===== config.mk =====
export PLATFORM = sky130hd
export DESIGN_NAME = led_pattern_scheduler
export DESIGN_NICKNAME = d
export VERILOG_FILES = /design/src/rtl/led_pattern_scheduler.sv
export SDC_FILE = /design/constraint.sdc
export NUM_CORES = 1
export LEC_CHECK = 0
export ABC_AREA = 1
export CAP_MARGIN = 10
export CORE_MARGIN = 5
export CORE_UTILIZATION = 56
export DETAILED_ROUTE_END_ITERATION = 8
export HOLD_SLACK_MARGIN = 0.08
export PLACE_DENSITY = 0.73
export SLEW_MARGIN = 20
export SYNTH_ARGS = -nofsm -noshare
export SYNTH_HDL_FRONTEND = slang
export SYNTH_SLANG_ARGS = --single-unit
export TNS_END_PERCENT = 50

===== constraint.sdc =====
create_clock -name clk -period 3.6 [get_ports clk]
set_clock_uncertainty 0.15 [all_clocks]
set_input_delay 0.72 -clock clk [delete_from_list [all_inputs] [get_ports clk]]
set_output_delay 0.72 -clock clk [all_outputs]
set_load 0.02 [all_outputs]

===== src/rtl/led_pattern_scheduler.sv =====
// 16-LED pattern sequencer: programmable step timebase, four patterns (BOUNCE, SHIFT, FILL, BLINK),
// and mode changes deferred to the next step boundary.
module led_pattern_scheduler #(
  parameter int unsigned TICK_DIV = 25_000_000
) (
  input  logic        clk,
  input  logic        reset,
  input  logic [1:0]  mode_sel,
  input  logic        mode_load,
  input  logic        pause,
  output logic [15:0] LED,
  output logic [1:0]  cur_mode,
  output logic        busy,
  output logic        step_tick
);

  localparam int unsigned CW = (TICK_DIV > 1) ? $clog2(TICK_DIV) : 1;
  localparam logic [CW-1:0] TERM = CW'(TICK_DIV - 1);

  typedef enum logic [1:0] {
    M_BOUNCE = 2'd0,
    M_SHIFT  = 2'd1,
    M_FILL   = 2'd2,
    M_BLINK  = 2'd3
  } mode_e;

  typedef enum logic [1:0] {
    B_UP,
    B_DWELL_HI,
    B_DOWN,
    B_DWELL_LO
  } bdir_e;

  logic [CW-1:0] cnt_q, cnt_d;
  mode_e         mode_q, mode_d;
  logic [1:0]    pend_q, pend_d;
  logic          busy_q, busy_d;
  logic          tick_q, tick_d;
  logic [15:0]   led_q, led_d;
  logic [3:0]    pos_q, pos_d;
  bdir_e         bdir_q, bdir_d;
  logic [4:0]    lvl_q, lvl_d;
  logic          fup_q, fup_d;
  logic [16:0]   fill_mask;
  logic          strobe;

  assign strobe = !pause && (cnt_q == TERM);

  always_comb begin
    cnt_d     = cnt_q;
    mode_d    = mode_q;
    pend_d    = pend_q;
    busy_d    = busy_q;
    tick_d    = strobe;
    led_d     = led_q;
    pos_d     = pos_q;
    bdir_d    = bdir_q;
    lvl_d     = lvl_q;
    fup_d     = fup_q;
    fill_mask = '0;

    if (!pause) begin
      cnt_d = strobe ? '0 : cnt_q + 1'b1;
    end

    if (strobe) begin
      if (busy_q) begin
        // A switching step only loads the entry pattern; it never advances it.
        mode_d = mode_e'(pend_q);
        pos_d  = 4'd8;
        bdir_d = B_UP;
        lvl_d  = '0;
        fup_d  = 1'b1;
        led_d  = (mode_e'(pend_q) == M_SHIFT) ? 16'h0001 : '0;
      end else begin
        unique case (mode_q)
          M_BOUNCE: begin
            led_d[pos_q] = ~led_q[pos_q];
            unique case (bdir_q)
              B_UP: begin
                if (pos_q == 4'd15) bdir_d = B_DWELL_HI;
                else                pos_d  = pos_q + 4'd1;
              end
              B_DWELL_HI: bdir_d = B_DOWN;
              B_DOWN: begin
                if (pos_q == 4'd0) bdir_d = B_DWELL_LO;
                else               pos_d  = pos_q - 4'd1;
              end
              B_DWELL_LO: bdir_d = B_UP;
            endcase
          end
          M_SHIFT: led_d = {led_q[14:0], led_q[15]};
          M_FILL: begin
            if (fup_q) begin
              if (lvl_q == 5'd16) begin
                fup_d = 1'b0;
                lvl_d = 5'd15;
              end else begin
                lvl_d = lvl_q + 5'd1;
              end
            end else begin
              if (lvl_q == 5'd0) begin
                fup_d = 1'b1;
                lvl_d = 5'd1;
              end else begin
                lvl_d = lvl_q - 5'd1;
              end
            end
            fill_mask = (17'd1 << lvl_d) - 17'd1;
            led_d     = fill_mask[15:0];
          end
          M_BLINK: led_d = ~led_q;
        endcase
      end
      busy_d = 1'b0;
    end

    // A load coinciding with a strobe survives it and waits for the next one.
    if (mode_load) begin
      pend_d = mode_sel;
      busy_d = 1'b1;
    end
  end

  always_ff @(posedge clk or posedge reset) begin
    if (reset) begin
      cnt_q  <= '0;
      mode_q <= M_BOUNCE;
      pend_q <= '0;
      busy_q <= 1'b0;
      tick_q <= 1'b0;
      led_q  <= '0;
      pos_q  <= 4'd8;
      bdir_q <= B_UP;
      lvl_q  <= '0;
      fup_q  <= 1'b1;
    end else begin
      cnt_q  <= cnt_d;
      mode_q <= mode_d;
      pend_q <= pend_d;
      busy_q <= busy_d;
      tick_q <= tick_d;
      led_q  <= led_d;
      pos_q  <= pos_d;
      bdir_q <= bdir_d;
      lvl_q  <= lvl_d;
      fup_q  <= fup_d;
    end
  end

  assign LED       = led_q;
  assign cur_mode  = mode_q;
  assign busy      = busy_q;
  assign step_tick = tick_q;

endmodule


# Word-level counts from Yosys, hierarchy flattened
# Index checks and enable logic that the tools add are counted.
dict set report classes {
  addsub 6
  n_lt_le_gt_ge 2
  eq_ne 14
  n_shift 1
  n_mux 34
  bitwise_logic 2
  n_reduce_logical 15
}
# op n
set op_table {}
lappend op_table {{$pmux 16 s4} 1}
lappend op_table {{$mux 5} 8}
lappend op_table {{$add 25x1->25 const B} 1}
lappend op_table {{$eq 25x25->1 const B} 1}
lappend op_table {{$mux 25} 1}
lappend op_table {{$bwmux 16} 1}
lappend op_table {{$mux 16} 1}
lappend op_table {{$mux 4} 4}
lappend op_table {{$not 16->16} 1}
lappend op_table {{$shl 1x5->16 const A} 1}
lappend op_table {{$sub 16x1->16 const B} 1}
lappend op_table {{$ne 3x3->1 const B} 4}
lappend op_table {{$mux 1} 10}
lappend op_table {{$eq 2x2->1 const B} 4}
lappend op_table {{$mux 2} 4}
lappend op_table {{$pmux 2 s4} 1}
lappend op_table {{$pmux 4 s2} 1}
lappend op_table {{$eq 2x1->1 const B} 3}
lappend op_table {{$reduce_bool 2->1} 3}
lappend op_table {{$add 5x1->5 const B} 1}
lappend op_table {{$eq 5x5->1 const B} 1}
lappend op_table {{$logic_not 5->1} 1}
lappend op_table {{$lt 4x5->1 const B} 1}
lappend op_table {{$reduce_and 5->1} 1}
lappend op_table {{other kinds (15)} 18}
dict set report totals {
  reg_bits 59
  inputBits 6
  out_inout_bits 20
}

# Depth between registers and ports, before layout
# Gate-level depths: netlist of run 1.
dict set report logic_depth {
  ltp_word 10
  mapped_depth 19
}

# Worst setup path after synthesis of run 1
# OpenSTA, ideal clock, no wires.
dict set report synth_path {
  path_kind {register -> register}
  from {reg lvl_q[0]}
  to {reg led_q[6], in the netlist LED[6]}
  setup_time_ps 117
  arrival_time_ps 2109
  t_required_ps 3333
  setup_slack_ps 1225
  path_stages_with_launch 19
  path_cell_list {dfrtp_1 > inv_1 > ha_1 > nand3_4 > nand2_1 > nand2_2 > nand2_8 > inv_4 > nor2_1 > nand2_1 > ha_1 > nand2_1 > inv_1 > nand2_1 > nand2_1 > nand3_1 > nand2_1 > nand2_1 > nand2_1}
}
dict set report synth_via {
  elab_chain_len 10
  elab_cells_between_ends 14
}
# element line_no
set synth_rtl {}
lappend synth_rtl {{start, declared} 42} ;# logic [4:0] lvl_q, lvl_d;
lappend synth_rtl {{start signal, assigned} 146} ;# lvl_q <= lvl_d;
lappend synth_rtl {{$sub 5x1->5 (tied with other cells)} 106} ;# lvl_d = lvl_q - 5'd1;
lappend synth_rtl {{$mux 5 (on tied branches)} {102, 95}}
lappend synth_rtl {{$mux 5 (*)} 94} ;# if (fup_q) begin
lappend synth_rtl {{$mux 5 (*)} 76} ;# unique case (mode_q)
lappend synth_rtl {{$mux 5 (*)} 67} ;# if (busy_q) begin
lappend synth_rtl {{$mux 5 (*)} 66} ;# if (strobe) begin
lappend synth_rtl {{$shl 1x5->16 (*)} 109} ;# fill_mask = (17'd1 << lvl_d) - 17'd1;
lappend synth_rtl {{$sub 16x1->16 (*)} 109}
lappend synth_rtl {{$pmux 16 s4 (*)} 76}
lappend synth_rtl {{$mux 16 (*)} 67}
lappend synth_rtl {{end signal, assigned} 143} ;# led_q <= led_d;
lappend synth_rtl {{end, declared} 39} ;# logic [15:0] led_q, led_d;
# Mark *: on every way between the ends. The rest lies on a longest branch, timed or not. The select of a mux whose other input is x is not followed.
# A chain may end at the register's enable or synchronous reset.

# Final worst setup path of run 1
# Same ends and word-level chain as after synthesis.

==> results.toml, run 1 <==
[timing]
tns_ns = 0
min_period_ns = 2.76
slew_headroom_pct = 56.1
drv_slew = 0
hold_violations = 0
finalSetupViolCount = 0
worstMarginPinSlew_ns = 0.658
clock.fmax_mhz = 362
min_period_over_period_pct = 76.8
rsz0062_at_grt = "false"

[power]
p_sw_share_pct = 27.2
p_total_mw = 1.62
net-switching-power_mw = 0.440
power_frac_seq_pct = 46.8
p_comb_share_pct = 10.7
clock_power_share_pct = 42.5
power.internal_mw = 1.18
p_leak_nw = 2.38
vdd_ir_drop_max_uv = 298
p_per_area_nw_per_um2 = 323

[routing]
vias = 4459
wl_per_cell_um = 14.8
avgViaCountPerCell = 5.69
drc = 0
routed_wl_mm = 11.6
firstDrtPassIters = 5
drtIter0Drc = 390
ant_nets = 0

[cts]
clock_latency_ns = 0.34
ctsResizeCount = 0
cts_tree = "built"
hold_buffers = 0
clkTransAtPathRegs_ns = 0.07
htreeDepth = 3
clock_sinks = 59
post_cts.repair.setup_buffers = 0
cts_root_buf = "clkbuf_8"
ctsLongestPathBuffers = 2
numCtsBuffers = 9

[layout]
nNetsFinal = 691
final_common_cell = "nand2_1"
areaGrowthSynthToFinish_pct = 12.6
final_cell_mix = "nand2_1, inv_1, nor2_1"
drive_above_1_share_pct = 10.4
n_antenna_cell = 0
finish.utilization_pct = 65.0
fin_cells = 783

[die]
die_y_um = 99.3
ios = 26
die_x_um = 99.3
core-area_um2 = 7730
initial_utilization_pct = 57.7
rows = 32
die_area_um2 = 9850

[logic_synthesis]
synth_top_cell_by_area = "dfrtp_1"
synth_edf_count = 0
syn-num-nets = 663
synthFlopType = "dfrtp_1"
synth_seq_area_share_pct = 33.1
ys_seq_elements = 59
synth_cell_types = 50
syn_inst = 648
synthTopCellsByArea = "dfrtp_1, nand2_1, inv_1"
ys_async_sr_fraction_pct = 100
yosys.area.top_type_share_pct = 32.0
syn-mean-instance-area_um2 = 6.89
netlist_area_um2 = 4460
yosys_warnings = 0

[worst_setup_path]
crit_type = "reg2reg"
worst_setup_path_start_kind = "register"
path_max_fanout = 8
cp.arrival_ns = 2.85
required_ns = 3.69
crit_path_end_kind = "register"

[global_route]
grt_max_degree = 29
grt_antenna_before_repair = 0
grt_use_total_pct = 24.5
grt_pass1_wl_mm = 19.7
overflow = 0
grt_pass1_vias = 4245

[placement]
port_buffers = 25
place.gp.congestion = 0.952
dpl.cell_count = 767
dpl.hpwl_mm = 8.66

[min_path]
hp-class = "reg2reg"

[flow_run]
max-cap-violations = 0

[status]
status = "complete, no violations"
## cells in the mapped netlist (all sizes together) (4+ instances only)
cell type    n
a21oi       30
a22oi        6
buf          7
clkbuf       4
clkinv       4
dfrtp       57
ha           8
inv         90
nand2      167
nand3       43
nand4       17
nor2        82
nor3        20
nor4         4
o21ai       65
o221ai       4
o22ai       12
xnor2        5
xor2         8
## state kept, by name, indices dropped and copies added (netlist names)
signal and flops:
cnt_q 25, pos_q 4, step_tick 1, pend_q 2, bdir_q 2, cur_mode 2
lvl_q 5, LED 16, fup_q 1, busy 1
## path summary, 6_finish.rpt
path,from,end,slack [ns],cells after the start
worst max-delay path,lvl_q[0],LED[6],0.84,18
worst min-delay path,cnt_q[9],cnt_q[9],0.37,1
worst max register to register,lvl_q[0],LED[6],0.84,18
worst min register to register,cnt_q[9],cnt_q[9],0.37,1
max in group asynchronous,reset,pos_q[3],1.93,3
min in group asynchronous,reset,lvl_q[3],0.63,2
## cell families after synthesis
family | count (synthesis) | share of synthesized area [%]
simple gates | 336 | 36.2
compound gates | 126 | 16.0
buf+inv | 105 | 9.42
flops | 59 | 33.1
xor+xnor | 13 | 2.55
fa+ha+maj | 9 | 2.69
## metal layers
| layer | share of wire [%] | vias up | wire, um | GRT usage (%) |
|---|---|---|---|---|
| met5 | 0 | - | 0 | 0 |
| met3 | 6.2 | 28 | 716 | 4.70 |
| met1 | 46 | 2072 | 5290 | 33.4 |
| met4 | 2.3 | 0 | 262 | 9.14 |
| met2 | 46 | 149 | 5300 | 38.6 |
| li1 | - | 2210 | - | - |
## area by class of cell
type | instances | area (um^2)
clock buffers | 10 | 138
clock inverters | 6 | 88.8
fillers | 706 | 2700
inverters | 94 | 357
multi-input cells | 484 | 2560
flip-flops and latches | 59 | 1480
well taps | 102 | 128
repair buffers | 28 | 273
## worst max-delay path, stage by stage (launching register included)
cell and delay (ns):
dfrtp_1 0.46, inv_1 0.14, ha_1 0.32, nand3_4 0.14, nand2_1 0.10, nand2_2 0.09
nand2_8 0.14, inv_4 0.07, nor2_1 0.16, nand2_1 0.08, ha_1 0.28, nand2_1 0.14
inv_1 0.05, nand2_1 0.05, nand2_1 0.05, nand3_1 0.06, nand2_1 0.06, nand2_1 0.06
nand2_1 0.05
## power groups by stage
| stage | clock [mW] | combinational [mW] | sequential [mW] |
|---|---|---|---|
| finish | 0.689 | 0.173 | 0.759 |
| global route | 0.735 | 0.201 | 0.768 |
| CTS | 0.698 | 0.173 | 0.760 |
| detailed placement | 0 | 0.170 | 0.773 |
| global placement | 0 | 0.166 | 0.770 |
| floorplan | 0 | 0.131 | 0.762 |
## stage by stage
stage          instance area (um^2)  hold slack, ns  setup WS, ns
6_report                       5020           0.370         0.835
3_3_place_gp                   4800           0.358         0.833
5_1_grt                        5020           0.396         0.538
2_1_floorplan                  4460           0.325          1.22
4_1_cts                        5020           0.377         0.864
3_5_place_dp                   4800           0.362         0.759
(Power assumes the default switching activity.)
==> inputs of run 2 (changes only) <==
- clock period: 3.6 -> 2.7 ns (I/O delays scaled with it)
==> run 2 against run 1 <==
Net effect:
- clock power increased by 17%
- register-to-register slack got worse by 0.61 ns
- via count increased by 1.8%
- combinational power increased by 32%
- critical endpoint is now LED[1]
- largest power group unchanged
==> results.toml, run 2 (synthesized netlist as in run 1, its figures left out) <==
[cts]
clock_sinks = 59
numCtsBuffers = 9
clock_latency_ns = 0.34
htreeDepth = 3
ctsLongestPathBuffers = 2
clkTransAtPathRegs_ns = 0.07
cts_tree = "built"
post_cts.repair.setup_buffers = 0
cts_root_buf = "clkbuf_8"

[timing]
tns_ns = 0
clock.fmax_mhz = 404
fin_ws_ns = 0.224
worstMarginPinSlew_ns = 0.416
min_period_over_period_pct = 91.7
finalSetupViolCount = 0
min_period_ns = 2.48
hold_violations = 0
drv_slew = 0
slew_headroom_pct = 72.2

[global_route]
grt_max_degree = 44
grt_pass1_vias = 4263
grt_pass1_wl_mm = 20.2
overflow = 0
grt_antenna_before_repair = 0
grt_use_total_pct = 24.9

[layout]
final_cell_mix = "nand2_1, inv_1, nor2_1"
n_antenna_cell = 0
drive_above_1_share_pct = 12.3
areaGrowthSynthToFinish_pct = 14.6
finish.utilization_pct = 66.2
nNetsFinal = 702
largest_reg_flops = 25
final_common_cell = "nand2_1"
top_register = "cnt_q"

[worst_setup_path]
crit_path_end_kind = "register"
path_max_fanout = 8
crit_path_top_delay_cell = "dfrtp_2"
worst_setup_path_start_kind = "register"
crit_type = "reg2reg"
max_stage_delay_ns = 0.46
critPathTopFamily = "simple AND/OR/NAND/NOR gates"
cp.arrival_ns = 2.57
required_ns = 2.80
r2r_slack_ns = 0.22
crit_chain = "ha_1 -> xnor2_1 -> nand2_4 -> nand2_8 -> inv_4 -> nor2_1 -> nand2_1 -> ha_4 -> o221ai_1 -> nand3_1 -> o21ai_0"
path_buf_inv = 1

[status]
status = "complete, no violations"

[power]
vdd_ir_drop_max_uv = 434
p_leak_nw = 2.42
p_per_area_nw_per_um2 = 401

[die]
initial_utilization_pct = 57.7
rows = 32
core-area_um2 = 7730
ios = 26
die_x_um = 99.3
die_y_um = 99.3
die_area_um2 = 9850

[routing]
avgViaCountPerCell = 5.72
routed_wl_mm = 11.8
drc = 0
wl_per_cell_um = 14.9
ant_nets = 0
firstDrtPassIters = 6
drtIter0Drc = 380
vias = 4538

[placement]
dpl.hpwl_mm = 8.84
port_buffers = 25
place.gp.congestion = 0.984
dp_slack_ns = 0.0109

[min_path]
hp-class = "in2async"

[flow_run]
max-cap-violations = 0
-- run 2: cell count changes in the layout (fill, tap and decap cells not counted), moves of 2 or more --
cell,delta
ha_4,+2
ha_1,-2
buf_4,+10
clkinv_2,+2
-- run 2: metal layers --
metal / vias to the layer above / routed length [um] / track usage (%)
li1: 2223 / - / -
met1: 2073 / 5180 / 35.0
met2: 218 / 5470 / 39.4
met3: 24 / 958 / 3.93
met4: 0 / 186 / 8.09
met5: - / 0 / 0
-- run 2: cell type report --
class	instances	area, um^2
fill	708	2610
multi-input combinational	484	2590
sequential	59	1480
timing repair buffer	39	368
inverter	94	357
clock buffer	11	141
tap	102	128
clock inverter	5	52.6
-- run 2: metrics by stage --
step / total power, mW / cells / hold slack, ns / area (um^2)
global placement: 1.25 / 778 / 0.341 / 4890
detailed placement: 1.26 / 778 / 0.352 / 4890
global route: 2.17 / 794 / 0.382 / 5110
CTS: 2.06 / 794 / 0.364 / 5090
finish: 2.05 / 794 / 0.360 / 5110
floorplan: 1.19 / 648 / 0.325 / 4460
-- run 2: final timing paths --
kind | start | end | cells after the start
setup / recovery | lvl_q[0] | LED[1] | 11
hold / removal | reset | lvl_q[3] | 2
setup reg to reg | lvl_q[0] | LED[1] | 11
hold reg to reg | cnt_q[9] | cnt_q[9] | 1
max in group asynchronous | reset | pos_q[3] | 3
min in group clk | cnt_q[9] | cnt_q[9] | 1
-- run 2: report_power, final --
| part | internal [mW] | switching, mW | leakage (nW) |
|---|---|---|---|
| registers | 0.950 | 0.0655 | 0.693 |
| clock network | 0.447 | 0.358 | 0.0991 |
| logic | 0.0833 | 0.145 | 1.63 |
-- run 2: what timing repair did --
action / 4_1_cts / 5_1_grt
pin swaps: 0 / 0
resized for setup: 1 / 5
setup endpoints to repair: 2 / 8
hold buffers: 0 / 0
-- run 2: worst reg2reg max path: stages, from the launching register on --
cell and delay (ns):
dfrtp_2 0.46, ha_1 0.24, xnor2_1 0.27, nand2_4 0.11, nand2_8 0.12, inv_4 0.07
nor2_1 0.17, nand2_1 0.13, ha_4 0.25, o221ai_1 0.18, nand3_1 0.10, o21ai_0 0.16
==> inputs of run 3 (changes only) <==
- CORE_ASPECT_RATIO: unset -> 1.25
- TNS_END_PERCENT: 50 -> 1
==> run 3 against run 2 <==
Net effect:
- critical path depth up 2
- global-route usage about the same
- maximum frequency up 1.2%
- combinational power down 4%
- clock power up 23%
- sequential share of layout area down 0.25 points
- worst setup slack better by 0.031 ns
- largest power group unchanged
- cell area up 0.86%
- largest cell class unchanged
- critical path type unchanged
- sequential power about the same
==> results.toml, run 3 (synthesized netlist as in run 1, its figures left out) <==
[worst_setup_path]
cp.arrival_ns = 2.57
max_stage_delay_ns = 0.45
path_depth = 13
path_common_cell = "nand2_1"
crit_path_end_kind = "register"
crit_path_top_delay_cell = "dfrtp_2"
required_ns = 2.82
path_buf_inv = 2
worstRegToRegCells = 13
path_max_fanout = 8
crit_chain = "inv_2 -> ha_4 -> nand3_4 -> nand2_1 -> nand2_2 -> nand2_8 -> inv_4 -> nor2_1 -> nand2_1 -> ha_2 -> o221ai_1 -> nand3_1 -> o21ai_0"
crit_type = "reg2reg"
critPathTopFamily = "simple AND/OR/NAND/NOR gates"
worst_setup_path_start_kind = "register"

[layout]
areaGrowthSynthToFinish_pct = 15.6
finish.utilization_pct = 66.2
multiInputGateArea_um2 = 2580
largest_reg_flops = 25
final_cell_mix = "nand2_1, inv_1, nor2_1"
top_register = "cnt_q"
n_antenna_cell = 0
nNetsFinal = 704
fillers = 709
drive_above_1_share_pct = 12.5
register_area_um2 = 1480
final_common_cell = "nand2_1"
fin_cells = 789

[timing]
tns_ns = 0
min_period_over_period_pct = 90.6
clock.fmax_mhz = 409
rsz0062_at_grt = "false"
drv_slew = 0
min_period_ns = 2.45
worstMarginPinSlew_ns = 0.394
slew_headroom_pct = 73.5
hold_violations = 0
finalSetupViolCount = 0

[cts]
ctsLongestPathBuffers = 2
post_cts.repair.setup_buffers = 0
clock_latency_ns = 0.36
cts_tree = "built"
hold_buffers = 0
cts_root_buf = "clkbuf_8"
numCtsBuffers = 9
htreeDepth = 3
clock_sinks = 59
clkTransAtPathRegs_ns = 0.07

[die]
die_y_um = 110
die_area_um2 = 9860
initial_utilization_pct = 57.3
rows = 36
ios = 26
die_x_um = 89.8
core-area_um2 = 7790

[global_route]
grt_pass1_vias = 4406
grt_antenna_before_repair = 0
grt_pass1_wl_mm = 19.9
grt_max_degree = 60
grt_use_total_pct = 24.9
overflow = 0

[flow_run]
max-cap-violations = 0

[min_path]
hp-class = "reg2reg"
min_path_cells = 1

[routing]
ant_nets = 0
vias = 4595
firstDrtPassIters = 5
avgViaCountPerCell = 5.82
routed_wl_mm = 11.8
drc = 0
drtIter0Drc = 451
wl_per_cell_um = 14.9

[placement]
dpl.cell_count = 773
port_buffers = 25
place.gp.congestion = 0.982
dpl.hpwl_mm = 8.80

[power]
p_per_area_nw_per_um2 = 433
vdd_ir_drop_max_uv = 378
p_leak_nw = 2.46

[status]
status = "complete, no violations"
==> run 3: cell count changes in the layout (fill, tap and decap cells not counted) <==
cell / previous run / this run
buf_4: 13 / 15
clkinv_2: 4 / 3
ha_2: 0 / 1
clkinvlp_4: 1 / 0
ha_4: 2 / 1
bufinv_16: 1 / 3
==> run 3: final timing paths <==
check	start	end	slack, ns
worst min-delay path	cnt_q[12]	cnt_q[12]	0.36
worst min register to register	cnt_q[12]	cnt_q[12]	0.36
max in group asynchronous	reset	pos_q[3]	1.68
worst max-delay path	lvl_q[0]	LED[1]	0.25
worst max register to register	lvl_q[0]	LED[1]	0.25
min in group asynchronous	reset	lvl_q[4]	0.41
==> run 3: area by class of cell <==
type                            count  share of cell area (%)
Inverter                           94                    6.91
Multi-Input combinational cell    484                    50.0
Timing Repair Buffer               41                    7.42
Clock buffer                       11                    2.74
Clock inverter                      5                    1.94
Tap cell                           95                    2.30
Sequential cell                    59                    28.7
==> run 3: worst reg2reg max path, delay by kind of cell, from the launching register on <==
| kind | cells | cell delay (ns) |
|---|---|---|
| flops | 1 | 0.45 |
| compound gates | 2 | 0.36 |
| fa+ha+maj | 2 | 0.48 |
| buf+inv | 2 | 0.18 |
| simple gates | 7 | 0.76 |
==> run 3: layer usage <==
layer	routed length, um	track usage (%)	vias to the layer above
li1	-	-	2229
met1	4790	30.3	2130
met2	5750	42.1	194
met3	799	4.86	42
met4	408	12.7	0
met5	0	0	-
==> run 3: through the flow <==
step	power, mW	setup WS, ns	hold WS [ns]	area (um^2)
2_1_floorplan	1.19	0.325	0.325	4460
5_1_grt	2.35	0.0287	0.401	5160
3_5_place_dp	1.26	0.0691	0.351	4900
3_3_place_gp	1.25	0.168	0.343	4900
4_1_cts	2.25	0.0550	0.361	5140
6_report	2.23	0.254	0.363	5160
==> run 3: power breakdown <==
part	switching, mW	internal, mW
combinational	0.137	0.0831
sequential	0.0680	0.950
clock	0.358	0.635
==> run 3: repair_timing <==
action | 4_1_cts | 5_1_grt
endpoints found under the setup margin | 0 | 8
gates resized for setup | 0 | 5
endpoints found under the hold margin | 0 | 0
